## src/rtl/uart_rx_ctrl_if.sv

```systemverilog
// Signal bundle between the Rx top level (master) and the receive controller (slave).
interface uart_rx_ctrl_if;
    logic baud_tick;
    logic rx_in;
    logic sipo_clr;
    logic sipo_en;
    logic sipo_rx;
    logic rx_busy;
    logic rx_done;
    logic frame_err;
    logic parity_err;

    modport master (
        output baud_tick, rx_in,
        input  sipo_clr, sipo_en, sipo_rx, rx_busy, rx_done, frame_err, parity_err
    );

    modport slave (
        input  baud_tick, rx_in,
        output sipo_clr, sipo_en, sipo_rx, rx_busy, rx_done, frame_err, parity_err
    );
endinterface

```

## src/rtl/uart_rx_ctrl.sv

```systemverilog
// UART receive controller: start detect, mid-cell sampling, shift-stage control, stop/parity check.
// Optional parity bit between data and stop is enabled by defining RX_PARITY_EN.
module uart_rx_ctrl #(
    parameter int OVERSAMPLE = 16,
    parameter int DATA_BITS  = 8,
    parameter int PARITY_ODD = 0
) (
    input  logic         clk,
    input  logic         rx_rst_n,
    uart_rx_ctrl_if.slave bus
);
    localparam int TW = $clog2(OVERSAMPLE);
    localparam int BW = $clog2(DATA_BITS + 1);
    localparam logic [TW-1:0] TICK_MID  = TW'(OVERSAMPLE / 2 - 1);
    localparam logic [TW-1:0] TICK_LAST = TW'(OVERSAMPLE - 1);
    localparam logic [BW-1:0] BIT_LAST  = BW'(DATA_BITS - 1);

    if (OVERSAMPLE < 4 || (OVERSAMPLE % 2) != 0 || DATA_BITS < 1 ||
        PARITY_ODD < 0 || PARITY_ODD > 1) begin : g_bad_param
        $error("uart_rx_ctrl: unsupported parameter values");
    end

    typedef enum logic [2:0] {
        S_IDLE,
        S_START,
        S_DATA,
`ifdef RX_PARITY_EN
        S_PARITY,
`endif
        S_STOP,
        S_BREAK
    } state_t;

    state_t        state, state_nxt;
    logic [TW-1:0] tick_cnt, tick_nxt;
    logic [BW-1:0] bit_cnt, bit_nxt;
    logic          rx_meta, rx_s;
    logic          clr_pulse, clr_nxt;
    logic          en_pulse, en_nxt;
    logic          rx_bit, rx_bit_nxt;
    logic          busy, busy_nxt;
    logic          done_pulse, done_nxt;
    logic          ferr_pulse, ferr_nxt;
`ifdef RX_PARITY_EN
    logic          acc, acc_nxt;
    logic          mismatch, mismatch_nxt;
    logic          perr_pulse, perr_nxt;
`endif

    always_comb begin
        state_nxt  = state;
        tick_nxt   = tick_cnt;
        bit_nxt    = bit_cnt;
        clr_nxt    = 1'b0;
        en_nxt     = 1'b0;
        rx_bit_nxt = rx_bit;
        done_nxt   = 1'b0;
        ferr_nxt   = 1'b0;
`ifdef RX_PARITY_EN
        acc_nxt      = acc;
        mismatch_nxt = mismatch;
        perr_nxt     = 1'b0;
`endif
        if (bus.baud_tick) begin
            case (state)
                S_IDLE: begin
                    if (!rx_s) state_nxt = S_START;
                end
                S_START: begin
                    if (tick_cnt == TICK_MID) begin
                        if (!rx_s) begin
                            state_nxt = S_DATA;
                            clr_nxt   = 1'b1;
                            bit_nxt   = '0;
`ifdef RX_PARITY_EN
                            acc_nxt   = 1'b0;
`endif
                        end else begin
                            state_nxt = S_IDLE;
                        end
                    end else begin
                        tick_nxt = tick_cnt + 1'b1;
                    end
                end
                S_DATA: begin
                    if (tick_cnt == TICK_LAST) begin
                        en_nxt     = 1'b1;
                        rx_bit_nxt = rx_s;
                        bit_nxt    = bit_cnt + 1'b1;
                        tick_nxt   = '0;
`ifdef RX_PARITY_EN
                        acc_nxt    = acc ^ rx_s;
                        if (bit_cnt == BIT_LAST) state_nxt = S_PARITY;
`else
                        if (bit_cnt == BIT_LAST) state_nxt = S_STOP;
`endif
                    end else begin
                        tick_nxt = tick_cnt + 1'b1;
                    end
                end
`ifdef RX_PARITY_EN
                S_PARITY: begin
                    if (tick_cnt == TICK_LAST) begin
                        mismatch_nxt = acc ^ rx_s ^ (PARITY_ODD != 0);
                        state_nxt    = S_STOP;
                    end else begin
                        tick_nxt = tick_cnt + 1'b1;
                    end
                end
`endif
                S_STOP: begin
                    if (tick_cnt == TICK_LAST) begin
                        if (rx_s) begin
                            done_nxt  = 1'b1;
`ifdef RX_PARITY_EN
                            perr_nxt  = mismatch;
`endif
                            state_nxt = S_IDLE;
                        end else begin
                            ferr_nxt  = 1'b1;
                            state_nxt = S_BREAK;
                        end
                    end else begin
                        tick_nxt = tick_cnt + 1'b1;
                    end
                end
                S_BREAK: begin
                    if (rx_s) state_nxt = S_IDLE;
                end
                default: state_nxt = S_IDLE;
            endcase
        end
        // Every state change restarts the cell timing.
        if (state_nxt != state) tick_nxt = '0;
        busy_nxt = (state_nxt != S_IDLE);
    end

    always_ff @(posedge clk) begin
        if (!rx_rst_n) begin
            rx_meta    <= 1'b1;
            rx_s       <= 1'b1;
            state      <= S_IDLE;
            tick_cnt   <= '0;
            bit_cnt    <= '0;
            clr_pulse  <= 1'b0;
            en_pulse   <= 1'b0;
            rx_bit     <= 1'b1;
            busy       <= 1'b0;
            done_pulse <= 1'b0;
            ferr_pulse <= 1'b0;
`ifdef RX_PARITY_EN
            perr_pulse <= 1'b0;
`endif
        end else begin
            rx_meta    <= bus.rx_in;
            rx_s       <= rx_meta;
            state      <= state_nxt;
            tick_cnt   <= tick_nxt;
            bit_cnt    <= bit_nxt;
            clr_pulse  <= clr_nxt;
            en_pulse   <= en_nxt;
            rx_bit     <= rx_bit_nxt;
            busy       <= busy_nxt;
            done_pulse <= done_nxt;
            ferr_pulse <= ferr_nxt;
`ifdef RX_PARITY_EN
            perr_pulse <= perr_nxt;
`endif
        end
    end

`ifdef RX_PARITY_EN
    // Parity datapath needs no reset: cleared on start accept, latched before use at stop.
    always_ff @(posedge clk) begin
        acc      <= acc_nxt;
        mismatch <= mismatch_nxt;
    end
    assign bus.parity_err = perr_pulse;
`else
    assign bus.parity_err = 1'b0;
`endif

    assign bus.sipo_clr  = clr_pulse;
    assign bus.sipo_en   = en_pulse;
    assign bus.sipo_rx   = rx_bit;
    assign bus.rx_busy   = busy;
    assign bus.rx_done   = done_pulse;
    assign bus.frame_err = ferr_pulse;
endmodule

```

## src/flat_wrapper.sv

```systemverilog
// flat-port wrapper written by rule: the top's interface ports become plain ports
module uart_rx_ctrl_flat 
#(
    parameter int OVERSAMPLE = 16,
    parameter int DATA_BITS  = 8,
    parameter int PARITY_ODD = 0
)
  (clk, rx_rst_n, bus_baud_tick, bus_rx_in, bus_sipo_clr, bus_sipo_en, bus_sipo_rx, bus_rx_busy, bus_rx_done, bus_frame_err, bus_parity_err);
  uart_rx_ctrl_if bus_i ();
  input  logic clk;
  input  logic rx_rst_n;
  input wire logic [$bits(bus_i.baud_tick)-1:0] bus_baud_tick;
  input wire logic [$bits(bus_i.rx_in)-1:0] bus_rx_in;
  output wire logic [$bits(bus_i.sipo_clr)-1:0] bus_sipo_clr;
  output wire logic [$bits(bus_i.sipo_en)-1:0] bus_sipo_en;
  output wire logic [$bits(bus_i.sipo_rx)-1:0] bus_sipo_rx;
  output wire logic [$bits(bus_i.rx_busy)-1:0] bus_rx_busy;
  output wire logic [$bits(bus_i.rx_done)-1:0] bus_rx_done;
  output wire logic [$bits(bus_i.frame_err)-1:0] bus_frame_err;
  output wire logic [$bits(bus_i.parity_err)-1:0] bus_parity_err;
  assign bus_i.baud_tick = bus_baud_tick;
  assign bus_i.rx_in = bus_rx_in;
  assign bus_sipo_clr = bus_i.sipo_clr;
  assign bus_sipo_en = bus_i.sipo_en;
  assign bus_sipo_rx = bus_i.sipo_rx;
  assign bus_rx_busy = bus_i.rx_busy;
  assign bus_rx_done = bus_i.rx_done;
  assign bus_frame_err = bus_i.frame_err;
  assign bus_parity_err = bus_i.parity_err;
  uart_rx_ctrl #(.OVERSAMPLE(OVERSAMPLE), .DATA_BITS(DATA_BITS), .PARITY_ODD(PARITY_ODD)) u_core (.clk(clk), .rx_rst_n(rx_rst_n), .bus(bus_i));
endmodule
```

## config.mk

```make
export PLATFORM = sky130hd
export DESIGN_NAME = uart_rx_ctrl_flat
export DESIGN_NICKNAME = d
export VERILOG_FILES = /design/src/rtl/uart_rx_ctrl_if.sv /design/src/rtl/uart_rx_ctrl.sv /design/src/flat_wrapper.sv
export SDC_FILE = /design/constraint.sdc
export NUM_CORES = 1
export LEC_CHECK = 0
export ABC_AREA = 1
export ABC_CLOCK_PERIOD_IN_PS = 1300
export BUFFER_PORTS_ARGS = -buffer_cell sky130_fd_sc_hd__buf_2
export CORE_ASPECT_RATIO = 1.25
export CORE_MARGIN = 2
export CORE_UTILIZATION = 26
export CTS_CLUSTER_SIZE = 40
export DETAILED_ROUTE_END_ITERATION = 8
export PLACE_DENSITY = 0.5
export SLEW_MARGIN = 20
export SYNTH_ARGS = -nofsm -noshare
export SYNTH_HDL_FRONTEND = slang
export SYNTH_SLANG_ARGS = --single-unit
```

## constraint.sdc

```tcl
create_clock -name clk -period 1.3 [get_ports clk]
set_input_delay 0.13 -clock clk [delete_from_list [all_inputs] [get_ports clk]]
set_output_delay 0.13 -clock clk [all_outputs]
set_load 0.01 [all_outputs]
```

==> results of run 1 <==
-- worst max path at each step --
stage | cells after the start | end
floorplan | 10 | u_core.bit_cnt[2]$_SDFFE_PN0P_
global placement | 10 | u_core.bit_cnt[2]$_SDFFE_PN0P_
detailed placement | 10 | u_core.bit_cnt[2]$_SDFFE_PN0P_
CTS | 10 | u_core.bit_cnt[2]$_SDFFE_PN0P_
global route | 10 | u_core.bit_cnt[2]$_SDFFE_PN0P_
finish | 10 | u_core.bit_cnt[2]$_SDFFE_PN0P_
-- cell families after synthesis --
kind of cell	count (synthesis)
adder cells (fa/ha/maj)	2
flip-flops	19
XOR/XNOR	2
AND/OR/NAND/NOR	83
AO/OA/AOI/OAI	15
other	1
buffers and inverters	23
-- cells in the mapped netlist, drive strengths merged (2+ instances only) --
library cell	n	share of area
ha	2	0.024
o211ai	2	0.015
inv	21	0.076
nand2	32	0.13
o21ai	8	0.042
dfxtp	19	0.37
a21oi	2	0.0097
o21bai	2	0.015
nand3	14	0.10
nor2	25	0.11
nand4	4	0.024
or2	2	0.012
nor3	6	0.034
-- final cells by class --
class	count	area share
multi-input combinational	103	0.434
tap	54	0.0468
timing repair buffer	34	0.164
clock inverter	1	0.00347
inverter	21	0.0564
clock buffer	3	0.0286
sequential	19	0.267
-- worst max-delay path: stages, from the launching register on --
cell and delay [ps]:
dfxtp_2 350, ha_4 160, nand2_2 70, nor2_4 160, nand2_1 80, nand2_2 90, nand3_4 110, o21ai_4 200
inv_2 40, nand2_1 50, nor2_1 40
-- metal layers --
metal	part of all wire	wire length (µm)	vias to the layer above	track usage
li1	-	-	532	-
met1	0.44	1040	462	0.141
met2	0.52	1240	20	0.222
met3	0.027	64	6	0.0261
met4	0.014	34	0	0.0370
met5	0	0	-	0
-- power breakdown --
group          leakage, nW  switching, mW  total [mW]  internal (mW)
clock               0.0255          0.197       0.409          0.213
combinational        0.479         0.0603      0.0972         0.0369
sequential           0.156        0.00521       0.595          0.590
total                0.660          0.262        1.10          0.839
-- what timing repair did --
action / 4_1_cts / 5_1_grt
hold buffers: 0 / 0
pin swaps: 4 / 4
setup endpoints to repair: 16 / 15
endpoints found under the hold margin: 0 / 0
gates resized for setup: 6 / 11
buffers inserted: 3 / 2
-- per-stage QoR --
step	instances	TNS, ps	hold slack, ps
finish	235	-898	55.9
global route	235	-2290	46.1
CTS	233	-906	52.0
detailed placement	226	-1740	326
global placement	226	-1110	321
floorplan	145	-94.9	229
==> metrics, run 1 <==
status=finished with violations; failing checks=negative setup slack; Reg2Reg Capture Point=u_core.bit_cnt[2]$_SDFFE_PN0P_; mux cell area share after synthesis=0; Hold Crit Start=bus_rx_in; DRC=0; routability congestion estimate=0.795; Netlist cell types=28; FF+latch area=385 µm²; Synth Area in Simple Gates=0.411; xor/xnor cell area share of the yosys netlist=0.0170; top-level I/O count=11; area occupied by multi-input gates=between 600 and 700 µm²; Die Ht=roughly 74 µm; largest family of logic cells by synthesized area=simple AND/OR/NAND/NOR gates; Crit. End Element=flop; Worst EP required=1440 ps; Vias=between 1,000 and 1,500; post-place instance area=1310 µm²; CTS buffer count=3; Worst Hold Class=primary input to flop; post-synthesis compound-gate area fraction=0.0874; Clock Tree Buf Depth=2; Fmax=about 690 MHz; Setup WS pre-CTS=-207 ps; diodes inserted=0; leakage=between 0.6 and 0.7 nW; clock slew at reported path FFs=about 80 ps; final period utilization=1.11; largest net degree at the start of global routing=14; Worst R2R Start=u_core.tick_cnt[0]$_SDFFE_PP0P_; VDD IR max=roughly 0.00049 V; design area=roughly 1400 µm²; startpoint types=flop; post-synthesis average cell area=roughly 7 µm²; Setup violations, final=10; Ys Warns=0; fillcell total=408; adder-cell share of the synthesized area=0.0243; row count=25; mapped cell area=about 1000 µm²; Area Growth Syn to Fin=39.9%; share of cells above drive strength 1=0.436; Synth Register Bits=19; Crit Path Category=flop to flop; most frequent cells in the layout=buf_4, nand2_1, nor2_1; Die X=~60 µm; Setup Skew=approximately 8.6 ps; Max Cap Viol=0; DRT iter0 DRCs=27; most common cell after layout, fill and taps aside=buf_4; Worst R2R Setup Slack=-150 ps; CTS root buffer=clkbuf_8; overall power=1.10 mW; die area=roughly 4500 µm²; slack of the critical path=-148 ps; Post-synth EDFFs=0; WL/cell=between 10 and 15 µm; Clock Sinks=19; RSZ-0062 raised after global routing=true; Final #Nets=188; initial antenna violation count=0; FF-to-FF path depth=10; ANT nets after route=0; Hold Path Cell Cnt=2; Synth Net Count=151; number of port buffers=9; Hold Path End=u_core.rx_meta$_SDFF_PN1_; final hold violation count=0; Skew-Pair Late Insertion Delay=250 ps; critical path arrival=1590 ps; Util after Layout=0.381; Seq/Total Area, Yosys=0.369; CTS tree=done; P per Cell Area=764 nW/µm²; Slew Viols, Final=0; launch point of the worst path=u_core.tick_cnt[0]$_SDFFE_PP0P_; ys flop type=dfxtp_1; first-pass GRT wire length=between 4000 and 5000 µm; HPWL after DPL=~1900 µm; H-tree lvl count=1; drt total wl=approximately 2400 µm; ys async rst share=0; minimum clock period=~1400 ps; synthesized instance count=145; DR vias/cell=roughly 4.3; vias in the first global route=slightly below 1,000; overflow left after global routing=0; Starting Density=0.272; top flop regs=u_core.bit_cnt (4), u_core.tick_cnt (4), u_core.state (3); gr usage total=0.122; 1st-pass router iterations=6; CP max FO=7; core area=~3800 µm²
Note: power is estimated with default switching activity, not from simulation.
==> inputs of run 2 (changes only) <==
--- a/config.mk
+++ b/config.mk
@@ -8,7 +8,6 @@
 export ABC_AREA = 1
 export ABC_CLOCK_PERIOD_IN_PS = 1300
 export BUFFER_PORTS_ARGS = -buffer_cell sky130_fd_sc_hd__buf_2
-export CORE_ASPECT_RATIO = 1.25
 export CORE_MARGIN = 2
 export CORE_UTILIZATION = 26
 export CTS_CLUSTER_SIZE = 40
==> metrics, run 2 (synthesis gave the netlist of run 1 again) <==
Final #Nets=roughly 190; clock slew at reported path FFs=approximately 70 ps; Setup violations, final=12; Crit Path Category=flop to flop; CP max FO=4; Util after Layout=0.406; post-place instance area=1340 µm²; Worst R2R Setup Slack=-160 ps; routability congestion estimate=roughly 0.87; Critical Path Sink=u_core.tick_cnt[0]$_SDFFE_PP0P_; Vias=between 1,000 and 1,500; Fmax=about 690 MHz; DRT iter0 DRCs=5; CTS tree=done; final hold violation count=0; Crit. End Element=flop; initial antenna violation count=0; most frequent cells in the layout=buf_4, nand2_1, nor2_1; critical path arrival=~1600 ps; DR vias/cell=approximately 4.5; Setup Skew=2.72 ps; CTS Hold Bufs=0; Reg2Reg Capture Point=u_core.tick_cnt[0]$_SDFFE_PP0P_; design area=between 1500 and 2000 µm²; leakage=0.697 nW; VDD IR max=0.000420 V; die area=4480 µm²; failing checks=negative setup slack; minimum clock period=roughly 1500 ps; top-level I/O count=11; slack of the critical path=-159 ps; drt total wl=about 2600 µm; final hold slack=about 54 ps; diodes inserted=0; 1st-pass router iterations=4; startpoint types=flop; Worst EP required=approximately 1500 ps; CTS buffer count=3; Clock Sinks=19; Slew Viols, Final=0; WL/cell=approximately 11 µm; Starting Density=0.275; ANT nets after route=0; Worst Hold Class=primary input to flop; final period utilization=1.12; fillcell total=roughly 410; Max Cap Viol=0; overall power=approximately 1.1 mW; Area Growth Syn to Fin=47.6%; Die Ht=roughly 67 µm; RSZ-0062 raised after global routing=true; Worst R2R Start=u_core.tick_cnt[1]$_SDFFE_PP0P_; CTS root buffer=clkbuf_8; overflow left after global routing=0; FF-to-FF path depth=11; Skew-Pair Late Insertion Delay=between 200 and 300 ps; largest net degree at the start of global routing=12; H-tree lvl count=1; vias in the first global route=about 1,000; HPWL after DPL=1990 µm; status=finished with violations; share of cells above drive strength 1=0.495; core area=about 3700 µm²; number of port buffers=9; most common cell after layout, fill and taps aside=buf_4; top flop regs=u_core.bit_cnt (4), u_core.tick_cnt (4), u_core.state (3); DRC=0; launch point of the worst path=u_core.tick_cnt[1]$_SDFFE_PP0P_; gr usage total=0.126; row count=22; Die X=67.0 µm; first-pass GRT wire length=~4300 µm; FF+latch area=roughly 390 µm²; Clock Tree Buf Depth=2; P per Cell Area=between 700 and 800 nW/µm²; area occupied by multi-input gates=~680 µm²
-- run 2: final cells by class --
class / count / area share
clock inverters: 1 / 0.00329
inverters: 21 / 0.0551
flip-flops and latches: 19 / 0.255
clock buffers: 3 / 0.0271
well taps: 48 / 0.0395
repair buffers: 37 / 0.173
multi-input cells: 103 / 0.447
-- run 2: critical path, cell delays in order (launching register included) --
cell	delay, ps
dfxtp_2	350
ha_4	160
nand2_2	70
nor2_4	150
buf_4	130
nand3_4	70
nand2_1	90
nand3_1	60
nand2_1	80
nor2_2	50
nand2_4	90
nor2_1	40
-- run 2: what timing repair did --
action / in CTS / in global routing
setup endpoints to repair: 15 / 16
gates resized for setup: 4 / 32
endpoints found under the hold margin: 0 / 0
setup buffers: 1 / 2
pin swaps: 2 / 11
-- run 2: worst min path at each step --
stage	start	endpoint	slack, ps	cells after the start
after floorplan	rx_rst_n	u_core.bus.sipo_rx$_SDFFE_PN1P_	230	1
after global placement	bus_rx_in	u_core.rx_meta$_SDFF_PN1_	320	2
after detailed placement	bus_rx_in	u_core.rx_meta$_SDFF_PN1_	320	2
after CTS	bus_rx_in	u_core.rx_meta$_SDFF_PN1_	40	2
after global routing	bus_rx_in	u_core.rx_meta$_SDFF_PN1_	50	2
final	bus_rx_in	u_core.rx_meta$_SDFF_PN1_	50	2
-- run 2: routing by layer --
metal,track usage,part of all wire,vias up
li1,-,-,542
met1,0.156,0.46,488
met2,0.219,0.51,8
met3,0.0304,0.018,4
met4,0.0306,0.011,0
met5,0,0,-
-- run 2: through the flow --
stage	setup WS, ps	TNS, ps	std cells
2_1_floorplan	-61.8	-94.9	145
3_3_place_gp	-155	-1270	225
3_5_place_dp	-193	-1660	225
5_1_grt	-255	-2590	232
4_1_cts	-130	-1110	230
6_report	-159	-1160	232
-- run 2: power by group --
group | internal, mW | leakage, nW | switching, mW | total (mW)
Combinational | 0.0384 | 0.515 | 0.0660 | 0.104
Sequential | 0.588 | 0.156 | 0.00547 | 0.593
Clock | 0.214 | 0.0255 | 0.208 | 0.422
Total | 0.840 | 0.697 | 0.280 | 1.12
